==> config.mk <==
export PLATFORM = sky130hd
export DESIGN_NAME = fb_loader
export DESIGN_NICKNAME = d
export VERILOG_FILES = /design/src/rtl/fb_pkg.sv /design/src/rtl/fb_bit_serializer.sv /design/src/rtl/fb_loader.sv
export SDC_FILE = /design/constraint.sdc
export NUM_CORES = 1
export LEC_CHECK = 0
export CORE_MARGIN = 3
export CORE_UTILIZATION = 55
export DETAILED_ROUTE_END_ITERATION = 10
export PLACE_DENSITY = 0.83
export SLEW_MARGIN = 20
export SYNTH_ARGS = -nofsm -noshare
export SYNTH_HDL_FRONTEND = slang
export SYNTH_SLANG_ARGS = --single-unit
==> constraint.sdc <==
create_clock -name clk -period 5.6 [get_ports clk]
set_input_delay 0.84 -clock clk [delete_from_list [all_inputs] [get_ports clk]]
set_output_delay 0.84 -clock clk [all_outputs]
set_load 0.02 [all_outputs]
==> src/rtl/fb_pkg.sv <==
// -----------------------------------------------------------------------------
// fb_pkg
// Shared definitions for the frame-buffer loader: FSM state encoding, byte
// width, default raster geometry, default sync marker and the checksum
// accumulation helper.
// -----------------------------------------------------------------------------
package fb_pkg;

    typedef enum logic [1:0] {
        IDLE  = 2'd0,
        LOAD  = 2'd1,
        CHECK = 2'd2,
        DONE  = 2'd3
    } fb_state_t;

    localparam int               BYTE_BITS          = 8;
    localparam int               VGA_WIDTH_DEFAULT  = 640;
    localparam int               VGA_HEIGHT_DEFAULT = 480;
    localparam logic [BYTE_BITS-1:0] SYNC_BYTE_DEFAULT = 8'hA5;

    // Running frame checksum: XOR of every payload byte.
    function automatic logic [BYTE_BITS-1:0] csum_step(
        input logic [BYTE_BITS-1:0] acc,
        input logic [BYTE_BITS-1:0] data
    );
        return acc ^ data;
    endfunction

endpackage

==> src/rtl/fb_bit_serializer.sv <==
// -----------------------------------------------------------------------------
// fb_bit_serializer
// Holds one byte and presents it MSB first, one bit per cycle, for exactly
// BYTE_BITS cycles after a load.
//   clk, rst   : clock, synchronous active-high reset
//   load       : capture load_data this cycle (bits appear from next cycle)
//   load_data  : byte to serialise
//   valid      : a bit is being presented this cycle
//   empty      : no bits pending (inverse of valid)
//   bit_out    : current bit (MSB of the shift register)
//   last       : current bit is the final one of the byte
// -----------------------------------------------------------------------------
module fb_bit_serializer
    import fb_pkg::*;
(
    input  logic                 clk,
    input  logic                 rst,
    input  logic                 load,
    input  logic [BYTE_BITS-1:0] load_data,
    output logic                 valid,
    output logic                 empty,
    output logic                 bit_out,
    output logic                 last
);

    localparam int CNT_W = $clog2(BYTE_BITS);
    localparam logic [CNT_W-1:0] CNT_LAST = CNT_W'(BYTE_BITS - 1);

    logic [BYTE_BITS-1:0] shift_r;
    logic [CNT_W-1:0]     cnt_r;
    logic                 active_r;

    // Shift register, bit counter and active flag.
    always_ff @(posedge clk) begin
        if (rst) begin
            shift_r  <= '0;
            cnt_r    <= '0;
            active_r <= 1'b0;
        end else if (load) begin
            shift_r  <= load_data;
            cnt_r    <= '0;
            active_r <= 1'b1;
        end else if (active_r) begin
            shift_r  <= {shift_r[BYTE_BITS-2:0], 1'b0};
            cnt_r    <= cnt_r + CNT_W'(1);
            active_r <= (cnt_r != CNT_LAST);
        end
    end

    assign valid   = active_r;
    assign empty   = ~active_r;
    assign bit_out = shift_r[BYTE_BITS-1];
    assign last    = active_r & (cnt_r == CNT_LAST);

endmodule

==> src/rtl/fb_loader.sv <==
// -----------------------------------------------------------------------------
// fb_loader
// Receives a sync-framed byte stream over valid/ready and writes each byte as
// 8 monochrome pixels (MSB first) into the write port of the frame buffer at
// linear pixel id y*VGA_WIDTH + x.
//   clk, rst     : clock, synchronous active-high reset
//   in_data      : payload byte          in_valid : byte valid
//   in_ready     : byte accepted this cycle when in_valid is also high
//   fb_we        : frame-buffer write enable
//   fb_addr      : pixel id being written
//   fb_data      : pixel value (1 = white)
//   busy         : frame load in progress
//   frame_done   : one-cycle pulse, frame written successfully
//   frame_error  : one-cycle pulse, frame aborted
// Optional build macro FB_LOADER_CHECKSUM_EN adds a trailing XOR checksum byte
// checked in a CHECK state.
// -----------------------------------------------------------------------------
module fb_loader
    import fb_pkg::*;
#(
    parameter int                   VGA_WIDTH      = VGA_WIDTH_DEFAULT,
    parameter int                   VGA_HEIGHT     = VGA_HEIGHT_DEFAULT,
    parameter int                   BUFFER_SIZE    = VGA_WIDTH * VGA_HEIGHT,
    parameter int                   ADDR_WIDTH     = 19,
    parameter logic [BYTE_BITS-1:0] SYNC_BYTE      = SYNC_BYTE_DEFAULT,
    parameter int unsigned          TIMEOUT_CYCLES = 1_000_000
) (
    input  logic                  clk,
    input  logic                  rst,
    input  logic [BYTE_BITS-1:0]  in_data,
    input  logic                  in_valid,
    output logic                  in_ready,
    output logic                  fb_we,
    output logic [ADDR_WIDTH-1:0] fb_addr,
    output logic                  fb_data,
    output logic                  busy,
    output logic                  frame_done,
    output logic                  frame_error
);

    localparam logic [ADDR_WIDTH-1:0] LAST_ADDR = ADDR_WIDTH'(BUFFER_SIZE - 1);
    localparam int TMO_W = (TIMEOUT_CYCLES > 32'd1) ? $clog2(TIMEOUT_CYCLES) : 1;
    localparam logic [TMO_W-1:0] TMO_LAST =
        (TIMEOUT_CYCLES == 32'd0) ? '0 : TMO_W'(TIMEOUT_CYCLES - 32'd1);
    localparam bit TMO_EN = (TIMEOUT_CYCLES != 32'd0);

    if ((BUFFER_SIZE % BYTE_BITS) != 0) begin : g_bad_size
        $error("fb_loader: BUFFER_SIZE must be a multiple of 8");
    end
    if ((64'd1 << ADDR_WIDTH) < 64'(BUFFER_SIZE)) begin : g_bad_addr
        $error("fb_loader: ADDR_WIDTH too small for BUFFER_SIZE");
    end

    fb_state_t             state_r, state_s;
    logic                  busy_r, frame_done_r, frame_error_r;
    logic                  done_s, err_s;
    logic                  in_ready_s, accept_s, idle_s, tmo_hit_s;
    logic                  start_s, issue_s, last_write_s, ser_load_s;
    logic                  ser_valid_s, ser_empty_s, ser_bit_s, ser_last_s;
    logic [ADDR_WIDTH-1:0] pix_cnt_r, addr_r;
    logic [TMO_W-1:0]      tmo_r;
`ifdef FB_LOADER_CHECKSUM_EN
    logic [BYTE_BITS-1:0]  csum_r;
`endif

    fb_bit_serializer u_ser (
        .clk       (clk),
        .rst       (rst),
        .load      (ser_load_s),
        .load_data (in_data),
        .valid     (ser_valid_s),
        .empty     (ser_empty_s),
        .bit_out   (ser_bit_s),
        .last      (ser_last_s)
    );

    assign accept_s     = in_valid & in_ready_s;
    assign start_s      = (state_r == IDLE) & accept_s & (in_data == SYNC_BYTE);
    assign ser_load_s   = (state_r == LOAD) & accept_s;
    // A write is due next cycle on a fresh load or while bits remain.
    assign issue_s      = ser_load_s | (ser_valid_s & ~ser_last_s);
    assign last_write_s = ser_valid_s & (addr_r == LAST_ADDR);
    assign tmo_hit_s    = TMO_EN & idle_s & (tmo_r == TMO_LAST);

    // Byte acceptance window per state.
    always_comb begin
        in_ready_s = 1'b0;
        case (state_r)
            IDLE:    in_ready_s = 1'b1;
            LOAD:    in_ready_s = ser_empty_s;
            CHECK:   in_ready_s = 1'b1;
            default: in_ready_s = 1'b0;
        endcase
    end

    // Cycles that count toward the inter-byte timeout.
    always_comb begin
        idle_s = 1'b0;
        case (state_r)
            LOAD:    idle_s = ser_empty_s & ~accept_s;
`ifdef FB_LOADER_CHECKSUM_EN
            CHECK:   idle_s = ~accept_s;
`endif
            default: idle_s = 1'b0;
        endcase
    end

    // Next-state and completion pulses.
    always_comb begin
        state_s = state_r;
        done_s  = 1'b0;
        err_s   = 1'b0;
        case (state_r)
            IDLE: begin
                if (start_s) begin
                    state_s = LOAD;
                end else begin
                    state_s = IDLE;
                end
            end
            LOAD: begin
                if (tmo_hit_s) begin
                    state_s = IDLE;
                    err_s   = 1'b1;
                end else if (last_write_s) begin
`ifdef FB_LOADER_CHECKSUM_EN
                    state_s = CHECK;
`else
                    state_s = IDLE;
                    done_s  = 1'b1;
`endif
                end else begin
                    state_s = LOAD;
                end
            end
`ifdef FB_LOADER_CHECKSUM_EN
            CHECK: begin
                if (accept_s) begin
                    state_s = IDLE;
                    if (in_data == csum_r) begin
                        done_s = 1'b1;
                    end else begin
                        err_s  = 1'b1;
                    end
                end else if (tmo_hit_s) begin
                    state_s = IDLE;
                    err_s   = 1'b1;
                end else begin
                    state_s = CHECK;
                end
            end
`endif
            default: state_s = IDLE;
        endcase
    end

    // State register and registered status outputs.
    always_ff @(posedge clk) begin
        if (rst) begin
            state_r       <= IDLE;
            busy_r        <= 1'b0;
            frame_done_r  <= 1'b0;
            frame_error_r <= 1'b0;
        end else begin
            state_r       <= state_s;
            busy_r        <= (state_s != IDLE);
            frame_done_r  <= done_s;
            frame_error_r <= err_s;
        end
    end

    // Pixel counter and write address; the counter saturates on the last pixel.
    always_ff @(posedge clk) begin
        if (rst) begin
            pix_cnt_r <= '0;
            addr_r    <= '0;
        end else if (start_s) begin
            pix_cnt_r <= '0;
        end else if (issue_s) begin
            addr_r <= pix_cnt_r;
            if (pix_cnt_r != LAST_ADDR) begin
                pix_cnt_r <= pix_cnt_r + ADDR_WIDTH'(1);
            end
        end
    end

    // Inter-byte timeout counter.
    always_ff @(posedge clk) begin
        if (rst) begin
            tmo_r <= '0;
        end else if (accept_s || tmo_hit_s) begin
            tmo_r <= '0;
        end else if (idle_s) begin
            tmo_r <= tmo_r + TMO_W'(1);
        end
    end

`ifdef FB_LOADER_CHECKSUM_EN
    // Running XOR of the payload bytes of the current frame.
    always_ff @(posedge clk) begin
        if (rst) begin
            csum_r <= '0;
        end else if (start_s) begin
            csum_r <= '0;
        end else if (ser_load_s) begin
            csum_r <= csum_step(csum_r, in_data);
        end
    end
`endif

    assign in_ready    = in_ready_s;
    assign fb_we       = ser_valid_s;
    assign fb_data     = ser_bit_s;
    assign fb_addr     = addr_r;
    assign busy        = busy_r;
    assign frame_done  = frame_done_r;
    assign frame_error = frame_error_r;

endmodule

## Yosys cells after proc, flatten, opt, wreduce, memory -nomap -nowiden

Cells that the tools add are included.

| word-level totals | value |
|---|---|
| bits in registers | 75 |
| bits of input ports | 11 |
| word-level logic and storage cells | 60 |
| output and inout bits | 25 |

| cells by class | value |
|---|---|
| equality and inequality tests | 8 |
| add/sub/neg operators | 3 |
| multiplexer cells | 12 |
| reduce and logical (&&, ||, !) cells | 12 |
| bitwise operators | 15 |

Operator list:

| kind | count |
|---|---|
| 20-bit by 1-bit adder with 20-bit output, second input constant | 1 |
| 20-bit equality test, second input constant | 1 |
| 19-bit by 1-bit adder with 19-bit output, second input constant | 1 |
| 19-bit equality test, second input constant | 1 |
| 19-bit != test, second input constant | 1 |
| 8-bit 2-to-1 mux | 2 |
| 2-bit OR reduction | 5 |
| 1-bit AND | 9 |
| 8-bit equality test, second input constant | 1 |
| 1-bit 2-to-1 mux | 8 |
| 1-bit inverter | 5 |
| 2-bit one-hot mux with 2 select lines | 1 |
| 2-bit AND reduction | 2 |
| 2-bit nonzero test | 2 |
| 3-bit by 1-bit adder with 3-bit output, second input constant | 1 |
| 3-bit equality test, second input constant | 1 |
| 3-bit != test, second input constant | 1 |
| 3-bit OR reduction | 1 |
| 2-bit by 1-bit equality test with 1-bit output, second input constant | 1 |
| 2-bit equality test, second input constant | 1 |
| 2-bit zero test | 1 |
| 1-bit one-hot mux with 2 select lines | 1 |
| 1-bit logical OR | 1 |
| 1-bit bitwise OR | 1 |

## Logic depth before layout (Yosys ltp)

Gate-level depths: netlist of the first run.

| logic depth | value |
|---|---|
| depth in word-level cells | 11 |
| depth in mapped cells | 8 |
| gate-level depth less buffers | 6 |

## Modules after synthesis

Synthesis of the first run repeated with hierarchy kept, for this count alone.

| second synthesis, totals | value |
|---|---|
| cell total of the unflattened synthesis | 369 |
| area total of the unflattened synthesis | 3494.6 µm² |

By module, submodules not included:

| module | times used | cells an instance | area an instance (µm²) | sequential area each (µm²) |
|---|---|---|---|---|
| fb_loader | 1 | 316 | 2936.6 | 1221.2 |
| fb_bit_serializer | 1 | 53 | 558.0 | 240.2 |

## Least setup slack after synthesis of the first run

No wires, ideal clock.

| path | value |
|---|---|
| kind | in2reg |
| start | in in_valid |
| end | reg tmo_r[13] |
| arrival time | 2263 ps |
| buffers on the path | 2 |
| required time | 5530 ps |
| library setup time | 70 ps |
| slack | 3267 ps |
| stages | 6 |
| cells stage by stage | or3b_1 > clkbuf_1 > or2_1 > clkbuf_1 > or4_1 > a21oi_1 |

| between the ends | value |
|---|---|
| cells in the longest elaborated chain, start to end | 7 |

Ends and longest elaborated chain:

| item | line | RTL |
|---|---|---|
| from (decl) | fb_loader.sv:31 | `input logic in_valid,` |
| 1-bit AND (*) | fb_loader.sv:77 | `assign accept_s = in_valid & in_ready_s;` |
| 1-bit inverter | fb_loader.sv:100 | `LOAD: idle_s = ser_empty_s & ~accept_s;` |
| 1-bit AND | fb_loader.sv:100 |  |
| 1-bit 2-to-1 mux | fb_loader.sv:99 | `case (state_r)` |
| 1-bit AND | fb_loader.sv:83 | `assign tmo_hit_s = TMO_EN & idle_s & (tmo_r == TMO_LAST);` |
| 1-bit logical OR | fb_loader.sv:191 | `end else if (accept_s \|\| tmo_hit_s) begin` |
| 2-bit OR reduction (no source line) | - |  |
| to (signal assigned) | fb_loader.sv:194 | `tmo_r <= tmo_r + TMO_W'(1);` |
| to (decl) | fb_loader.sv:61 | `logic [TMO_W-1:0] tmo_r;` |

Every way passes the cells marked *; elsewhere a longest branch is shown, timed or not.
A chain may end at the register's enable or synchronous reset.

## Worst setup path in the final report of the first run

| path | value |
|---|---|
| start | reg u_ser.active_r (netlist: u_ser.valid) |
| end | out fb_we |

RTL lines:

| item | line | RTL |
|---|---|---|
| from (decl) | fb_bit_serializer.sv:31 | `logic active_r;` |
| from (signal assigned) | fb_bit_serializer.sv:46 | `active_r <= (cnt_r != CNT_LAST);` |
| to (decl) | fb_loader.sv:33 | `output logic fb_we,` |

No word-level cell between the ends.

==> flow_summary.toml, run 1 <==
[floorplanning]
coreArea_um2 = 5960
die_area_um2 = 7200
io_pins = 36
num_rows = 28
die_h_um = 84.9
die_w_um = 84.9
start_util_pct = 57.4

[power]
ir_worst_vdd_mv = 0.161
p_leak_nw = 1.22
powerDensity_nw_per_um2 = 257
fin_total_pwr_mw = 1.03

[timing]
hold_viol = 0
fin_crit_sh_pct = 50.3
fin_tns_setup_ps = 0
max_freq_ghz = 0.355
slew_headroom_pct = 31.9
slew_violations = 0
worst_pin_slew_ps = 1020
period_needed_ps = 2820
skew_ps = 10.9
finalSetupViolations = 0
rsz0062_at_grt = "no"
setup_ws_ps = 2780

[placement]
routabilityCongestion = 0.858
dpl_worst_slack_ps = 2590
io_buffer_count = 35
hpwlAfterDp_um = 5430
placed_area_um2 = 3790

[synth]
synth_top_area_share_pct = 42.7
synth.distinct_cells = 54
yosys.area_share.simple_pct = 28.2
yosysTopAreaCell = "dfxtp_1"
synthAdderAreaFrac_pct = 1.46
synth-edff-count = 0
synth_sequential_area_ratio_pct = 42.7
ys_ff_latch = 73
avgSynthCellArea_um2 = 9.02
synth_top_family_by_area = "simple AND/OR/NAND/NOR gates"
synth_compound_area_share_pct = 14.5
synth.area.top_cells = "dfxtp_1 (43%), mux2i_1 (7.6%), a21oi_1 (4.8%), or4_1 (4.2%), o31ai_1 (4.0%)"
synthXorXnorAreaFrac_pct = 2.05
syn_inst = 379
yosysWarnings = 0
synth_nets = 394
netlist_area_um2 = 3420
async_flop_share_pct = 0
muxShareOfSynthArea_pct = 7.61
ys.flop_type = "dfxtp_1"

[clock_network]
cts.repair.resized = 0
post_cts_buffers = 0
cts_tree = "built"
clock_latency_ps = 350
hold_buffers = 0
cts-buffers-inserted = 9
htree_levels = 3
clockBufferDepth = 2
root_buffer = "clkbuf_8"
cts.sinks = 73
cts.clk_slew.worst_paths_ps = 80

[critical_path]
start_kind = "flop"
crit_path_cell_trace = "clkdlybuf4s50_1"
r2r_cells = 4
crit_path_max_incr_delay_ps = 880
cp.required_ps = 4760
cp.arrival_ps = 1980
worst_path_max_delay_cell = "dfxtp_1"
crit-reg2reg-launch = "tmo_r[6]$_SDFFE_PP0P_"
cp-end-kind = "primary output"
path_max_fanout = 23
crit_path_end = "fb_we"
worst-path-stages = 1
cp_top_family = "flip-flops"
critical_path_class = "flop to primary output"
worst-path-buf-inv = 1
worstReg2RegEnd = "tmo_r[5]$_SDFFE_PP0P_"
startpoint = "u_ser.valid$_SDFF_PP0_"
r2r_setup_slack_ps = 3180

[route]
ant_nets = 0
drt_iter0_markers = 252
viasPerCell = 6.09
wl_per_cell_um = 16.1
drc_errors = 0
vias = 2972
routed_wl_um = 7850
dr.pass1.iters = 5

[global_routing]
grt_pass1_vias = 2877
grt_first_pass_wirelength_um = 13700
antenna_found_initial = 0
grt_use_total_pct = 23.0
grt_max_degree = 24
grt_overflow = 0

[cells_and_area]
seq_area_um2 = 1460
layout.nets = 423
multiInputGateArea_um2 = 1850
fin_area_um2 = 4030
fillers = 484
diodes = 0
drive_above_1_share_pct = 6.30
area_delta_synth_final_pct = 17.9
final_util_pct = 67.7

[flow_run]
max-cap-violations = 0

[min_path]
min_path_type = "flop to flop"

[status]
status = "finished clean"
-- synthesized netlist by cell type, types with 3 or more instances --
library cell	count
and4b_1	4
o31ai_1	18
xnor2_1	6
nand2_1	28
inv_1	7
nand2b_1	7
clkbuf_1	14
nor3_1	10
nand3_1	14
mux2i_1	26
and4_1	4
ha_1	4
nor2_1	34
and3_1	3
o21ai_0	4
a21oi_1	33
dfxtp_1	73
or4_1	19
nor4_1	5
a22oi_1	7
and3b_1	3
or3_1	6
nand4_1	10
-- cell families (layout without fill, tap and decap cells) --
group | count (synthesis) | count (layout)
xor gates and xnor gates | 8 | 8
DFF | 73 | 73
AOI/OAI and AO/OA | 76 | 76
adders and majority gates | 4 | 4
buffers and inverters | 26 | 60
and+or+nand+nor | 166 | 166
muxes | 26 | 26
-- report_power, final --
| group | switching [mW] | internal (mW) | leakage, nW |
|---|---|---|---|
| clock | 0.195 | 0.297 | 0.118 |
| combinational | 0.0140 | 0.00927 | 0.514 |
| sequential | 0.000179 | 0.519 | 0.588 |
-- worst min path at each step --
stage | start | slack, ps | to | cells past startpoint
floorplan | u_ser.shift_r[1]$_SDFFE_PP0P_ | 440 | u_ser.shift_r[1]$_SDFFE_PP0P_ | 2
global placement | u_ser.shift_r[3]$_SDFFE_PP0P_ | 440 | u_ser.shift_r[3]$_SDFFE_PP0P_ | 2
detailed placement | u_ser.shift_r[2]$_SDFFE_PP0P_ | 450 | u_ser.shift_r[2]$_SDFFE_PP0P_ | 2
CTS | u_ser.shift_r[3]$_SDFFE_PP0P_ | 460 | u_ser.shift_r[3]$_SDFFE_PP0P_ | 2
global route | u_ser.shift_r[3]$_SDFFE_PP0P_ | 500 | u_ser.shift_r[3]$_SDFFE_PP0P_ | 2
finish | u_ser.shift_r[1]$_SDFFE_PP0P_ | 470 | u_ser.shift_r[1]$_SDFFE_PP0P_ | 2
-- registers in the layout (all words and copies together) (netlist names) --
| register | flops |
|---|---|
| frame_error | 1 |
| u_ser.shift_r | 8 |
| pix_cnt_r | 19 |
| u_ser.cnt_r | 3 |
| frame_done | 1 |
| tmo_r | 20 |
| busy | 1 |
| fb_addr | 19 |
| u_ser.valid | 1 |
-- stage by stage --
stage / hold WS [ps] / instances
after floorplan: 437 / 379
after global placement: 443 / 472
after detailed placement: 448 / 472
after CTS: 464 / 488
after global routing: 499 / 488
final: 467 / 488
-- area by class of cell --
type | instances | area share, %
clock buffer | 11 | 3.26
clock inverter | 5 | 2.58
inverter | 7 | 0.652
multi-input combinational | 280 | 45.9
sequential | 73 | 36.3
tap | 75 | 2.33
timing repair buffer | 37 | 9.07
-- metal layers --
layer,part of all wire [%],up-vias,global-route usage (%),wire length [um]
met2,47,92,36.9,3720
met4,1.7,0,9.50,131
met3,5.5,11,3.59,430
li1,-,1477,-,-
met1,45,1392,30.9,3570
met5,0,-,0,0
-- cell usage in the layout, fill, tap and decap left out, types with 2 or more instances in the layout --
master	count
a211oi_1	2
a21oi_1	33
a22oi_1	7
and2_1	2
and3_1	3
and3b_1	3
and4_1	4
and4_2	2
and4b_1	4
buf_4	2
bufinv_16	3
clkbuf_1	2
clkbuf_8	9
clkdlybuf4s50_1	35
dfxtp_1	73
ha_1	4
inv_1	7
mux2i_1	26
nand2_1	28
nand2b_1	7
nand3_1	14
nand3b_1	2
nand4_1	10
nor2_1	34
nor3_1	10
nor4_1	5
nor4b_1	2
nor4bb_1	2
o21a_1	2
o21ai_0	4
o31ai_1	18
or3_1	6
or4_1	19
xnor2_1	6
xor2_1	2
(Power assumes the default switching activity.)
==> run 2: changes to the inputs <==
clock period = 2.9 ns   (was 5.6 ns; I/O delays follow)
==> run 2 against run 1 <==
Effect of this change: worst hold slack lost 5.1 ps; sequential cell count did not move; sequential share of layout area shrank 0.090 points; power grew 81%; combinational power is 110% higher; global-route usage shrank 0.64 points; non-clock buffer count increased by 5; critical path depth is 4 higher.
==> flow_summary.toml, run 2 (synthesized netlist as in run 1, its figures left out) <==
[critical_path]
worst_path_max_delay_cell = "clkdlybuf4s50_1"
start_kind = "input port"
critical_path_class = "input port to flop"
path_max_fanout = 12
cp-end-kind = "flop"
crit_path_cell_trace = "clkdlybuf4s50_1 -> or3b_1 -> or2_1 -> or4_1 -> a21oi_1"
cp.required_ps = 3180
crit_path_max_incr_delay_ps = 530
cp.arrival_ps = 2520

[floorplanning]
num_rows = 28
die_w_um = 84.9
die_h_um = 84.9
coreArea_um2 = 5960
io_pins = 36
die_area_um2 = 7200
start_util_pct = 57.4

[clock_network]
cts.sinks = 73
cts_tree = "built"
cts-buffers-inserted = 9
htree_levels = 3
clock_latency_ps = 340
post_cts_buffers = 0
clockBufferDepth = 2
hold_buffers = 0
root_buffer = "clkbuf_8"
cts.repair.resized = 0
cts.clk_slew.worst_paths_ps = 70

[timing]
skew_ps = 6.84
hold_viol = 0
setup_ws_ps = 661
fin_crit_sh_pct = 77.2
period_needed_ps = 2240
hold_ws_ps = 462
worst_pin_slew_ps = 951
fin_tns_setup_ps = 0
slew_headroom_pct = 36.3
finalSetupViolations = 0
slew_violations = 0
rsz0062_at_grt = "no"
max_freq_ghz = 0.447

[power]
fin_total_pwr_mw = 1.87
p_leak_nw = 1.23
powerDensity_nw_per_um2 = 463
ir_worst_vdd_mv = 0.484

[route]
drc_errors = 0
routed_wl_um = 7710
drt_iter0_markers = 190
ant_nets = 0
dr.pass1.iters = 4
viasPerCell = 6.02
wl_per_cell_um = 15.6
vias = 2967

[cells_and_area]
largest_register_ffs = 20
fillers = 495
final_util_pct = 67.8
area_delta_synth_final_pct = 18.1
diodes = 0
top_register = "tmo_r"
final_cell_mix = "dfxtp_1 (73), clkdlybuf4s50_1 (35), nor2_1 (34)"
layout.nets = 428
final_common_cell = "dfxtp_1"
drive_above_1_share_pct = 7.42

[flow_run]
max-cap-violations = 0

[status]
status = "finished clean"

[min_path]
min_path_type = "flop to flop"

[global_routing]
grt_overflow = 0
grt_max_degree = 24
grt_use_total_pct = 22.3
grt_first_pass_wirelength_um = 13100
antenna_found_initial = 0
grt_pass1_vias = 2793

[placement]
io_buffer_count = 35
routabilityCongestion = 0.852
hpwlAfterDp_um = 5590
dpl_worst_slack_ps = 328
-- run 2: cell count changes in the layout (fill, tap and decap cells not counted), sizes merged --
cell    change
clkinv      -1
bufinv      -2
clkbuf      +3
buf         +5
-- run 2: layout make-up --
class	instances	area, um^2	share of cell area [%]
Multi-Input combinational cell	280	1850	45.7
Sequential cell	73	1460	36.2
Timing Repair Buffer	42	403	9.97
Clock buffer	14	173	4.27
Tap cell	75	93.8	2.32
Clock inverter	2	35.0	0.867
Inverter	7	26.3	0.650
-- run 2: path summary, 6_finish.rpt --
check	start	cells past startpoint	slack, ps	to
max reg2reg	pix_cnt_r[14]$_SDFFE_PP0P_	4	730	pix_cnt_r[11]$_SDFFE_PP0P_
max	in_valid	5	660	tmo_r[15]$_SDFFE_PP0P_
min reg2reg	u_ser.shift_r[2]$_SDFFE_PP0P_	2	460	u_ser.shift_r[2]$_SDFFE_PP0P_
min	u_ser.shift_r[2]$_SDFFE_PP0P_	2	460	u_ser.shift_r[2]$_SDFFE_PP0P_
-- run 2: report_power, final --
| group | total (mW) | switching [mW] | internal, mW |
|---|---|---|---|
| logic | 0.0476 | 0.0271 | 0.0205 |
| registers | 1.00 | 0.000271 | 1.00 |
| clock network | 0.822 | 0.354 | 0.468 |
| total | 1.87 | 0.381 | 1.49 |
-- run 2: through the flow --
stage	std cells	instance area [um^2]
floorplan	379	3420
global placement	477	3830
detailed placement	477	3830
CTS	493	4040
global route	493	4040
finish	493	4040
-- run 2: per-layer routing --
metal,share of wire [%],vias up,GRT usage [%]
met3,3.3,18,3.20
met1,46,1390,29.6
li1,-,1493,-
met4,2.5,0,10.6
met2,48,66,35.9
met5,0,-,0
-- run 2: worst max-delay path: cells and delay by family --
family | cells | cell delay [ps]
AO/OA/AOI/OAI | 1 | 150
buffers and inverters | 1 | 530
AND/OR/NAND/NOR | 3 | 1410
==> run 3: changes to the inputs <==
clock period = 2.3 ns   (was 2.9 ns; I/O delays follow)
==> run 3 against run 2 <==
Effect of this change: global-route usage is 0.60 points higher; first-iteration DRC count shrank 21%; cell count rose by 2.2%; sequential cell count stayed put; highest routed layer unchanged; die area did not move; register-to-register slack got worse by 500 ps; via count is 1.9% higher; critical endpoint is now tmo_r[17]$_SDFFE_PP0P_; routed wire length rose by 2.3%; combinational power grew 39%.
==> flow_summary.toml, run 3 (synthesized netlist as in run 1, its figures left out) <==
[status]
status = "finished clean"

[global_routing]
grt_first_pass_wirelength_um = 13500
grt_overflow = 0
grt_pass1_vias = 2911
grt_max_degree = 20
grt_use_total_pct = 22.9
antenna_found_initial = 0

[clock_network]
htree_levels = 3
cts-buffers-inserted = 9
cts.clk_slew.worst_paths_ps = 70
clock_latency_ps = 350
cts.repair.resized = 0
post_cts_buffers = 0
cts.sinks = 73
root_buffer = "clkbuf_8"
clockBufferDepth = 2
cts_tree = "built"
hold_buffers = 0

[floorplanning]
coreArea_um2 = 5960
die_w_um = 84.9
die_area_um2 = 7200
io_pins = 36
die_h_um = 84.9
num_rows = 28
start_util_pct = 57.4

[route]
drc_errors = 0
routed_wl_um = 7890
viasPerCell = 6.00
dr.pass1.iters = 4
ant_nets = 0
drt_iter0_markers = 151
wl_per_cell_um = 15.7
vias = 3023

[critical_path]
r2r_cells = 5
crit-reg2reg-launch = "tmo_r[6]$_SDFFE_PP0P_"
crit_path_cell_trace = "or4_1 -> or4_4 -> o31ai_4 -> buf_4 -> a21oi_1"
startpoint = "tmo_r[6]$_SDFFE_PP0P_"
worst_path_max_delay_cell = "or4_1"
critical_path_class = "flop to flop"
crit_path_end = "tmo_r[17]$_SDFFE_PP0P_"
worstReg2RegEnd = "tmo_r[17]$_SDFFE_PP0P_"
cp.arrival_ps = 2300
crit_path_max_incr_delay_ps = 540
start_kind = "flop"
r2r_setup_slack_ps = 230
cp-end-kind = "flop"
cp.required_ps = 2530
path_max_fanout = 11

[cells_and_area]
diodes = 0
largest_register_ffs = 20
area_delta_synth_final_pct = 20.4
final_util_pct = 69.1
final_cell_mix = "dfxtp_1 (73), clkdlybuf4s50_1 (35), nor2_1 (34)"
final_common_cell = "dfxtp_1"
top_register = "tmo_r"
drive_above_1_share_pct = 10.0
layout.nets = 440

[timing]
setup_ws_ps = 228
finalSetupViolations = 0
rsz0062_at_grt = "no"
hold_ws_ps = 460
worst_pin_slew_ps = 890
fin_crit_sh_pct = 90.1
skew_ps = 7.93
hold_viol = 0
slew_headroom_pct = 40.4
max_freq_ghz = 0.483
fin_tns_setup_ps = 0
slew_violations = 0
period_needed_ps = 2070

[placement]
io_buffer_count = 35
routabilityCongestion = 0.801
hpwlAfterDp_um = 5780
dpl_worst_slack_ps = 64.8

[flow_run]
max-cap-violations = 0

[power]
p_int_mw = 1.84
p_clk_share_pct = 43.1
p_leak_nw = 1.29
pwr-share-seq_pct = 54.1
switching_share_pct = 21.0
p_sw_mw = 0.492
powerDensity_nw_per_um2 = 567
power_frac_comb_pct = 2.8
ir_worst_vdd_mv = 0.565

[min_path]
min_path_type = "flop to flop"
run 3: cell count changes in the layout (fill, tap and decap cells not counted), sizes merged:
cell    delta
buf       +12
clkinv     +1
clkbuf     -2
run 3: how the worst min path moves through the flow:
stage | start | to | slack (ps) | cells after the start
CTS | u_ser.shift_r[1]$_SDFFE_PP0P_ | u_ser.shift_r[1]$_SDFFE_PP0P_ | 460 | 2
finish | u_ser.shift_r[1]$_SDFFE_PP0P_ | u_ser.shift_r[1]$_SDFFE_PP0P_ | 460 | 2
global placement | u_ser.shift_r[3]$_SDFFE_PP0P_ | u_ser.shift_r[3]$_SDFFE_PP0P_ | 440 | 2
detailed placement | u_ser.shift_r[1]$_SDFFE_PP0P_ | u_ser.shift_r[1]$_SDFFE_PP0P_ | 450 | 2
floorplan | u_ser.shift_r[1]$_SDFFE_PP0P_ | u_ser.shift_r[1]$_SDFFE_PP0P_ | 440 | 2
global route | u_ser.shift_r[1]$_SDFFE_PP0P_ | u_ser.shift_r[1]$_SDFFE_PP0P_ | 480 | 2
run 3: per-layer routing:
layer	routed length (um)	track usage [%]
met4	140	9.06
met2	3680	37.2
met5	0	0
met3	263	3.50
met1	3810	30.9
run 3: critical path, delay by kind of cell, from the launching register on:
family                 cells  cell delay (ps)
AND/OR/NAND/NOR            2             1070
AO/OA/AOI/OAI              2              330
flip-flops                 1              350
buffers and inverters      1              220
run 3: metrics by stage:
stage	power [mW]	cells	area [um^2]
finish	2.34	504	4120
global route	2.40	504	4120
floorplan	1.32	379	3420
CTS	2.35	504	4120
global placement	1.36	489	3920
detailed placement	1.36	489	3920
run 3: power by group through the flow:
stage	Combinational, mW	Clock, mW	Sequential (mW)
after detailed placement	0.0653	0	1.29
final	0.0660	1.01	1.26
after CTS	0.0653	1.02	1.26
after global routing	0.0710	1.06	1.26
after global placement	0.0639	0	1.29
after floorplan	0.0300	0	1.29
run 3: final cells by class:
cell class / count / area, um^2
clock buffers: 12 / 155
clock inverters: 3 / 40.0
fillers: 498 / 1840
inverters: 7 / 26.3
multi-input cells: 280 / 1850
flip-flops and latches: 73 / 1460
well taps: 75 / 93.8
repair buffers: 54 / 493
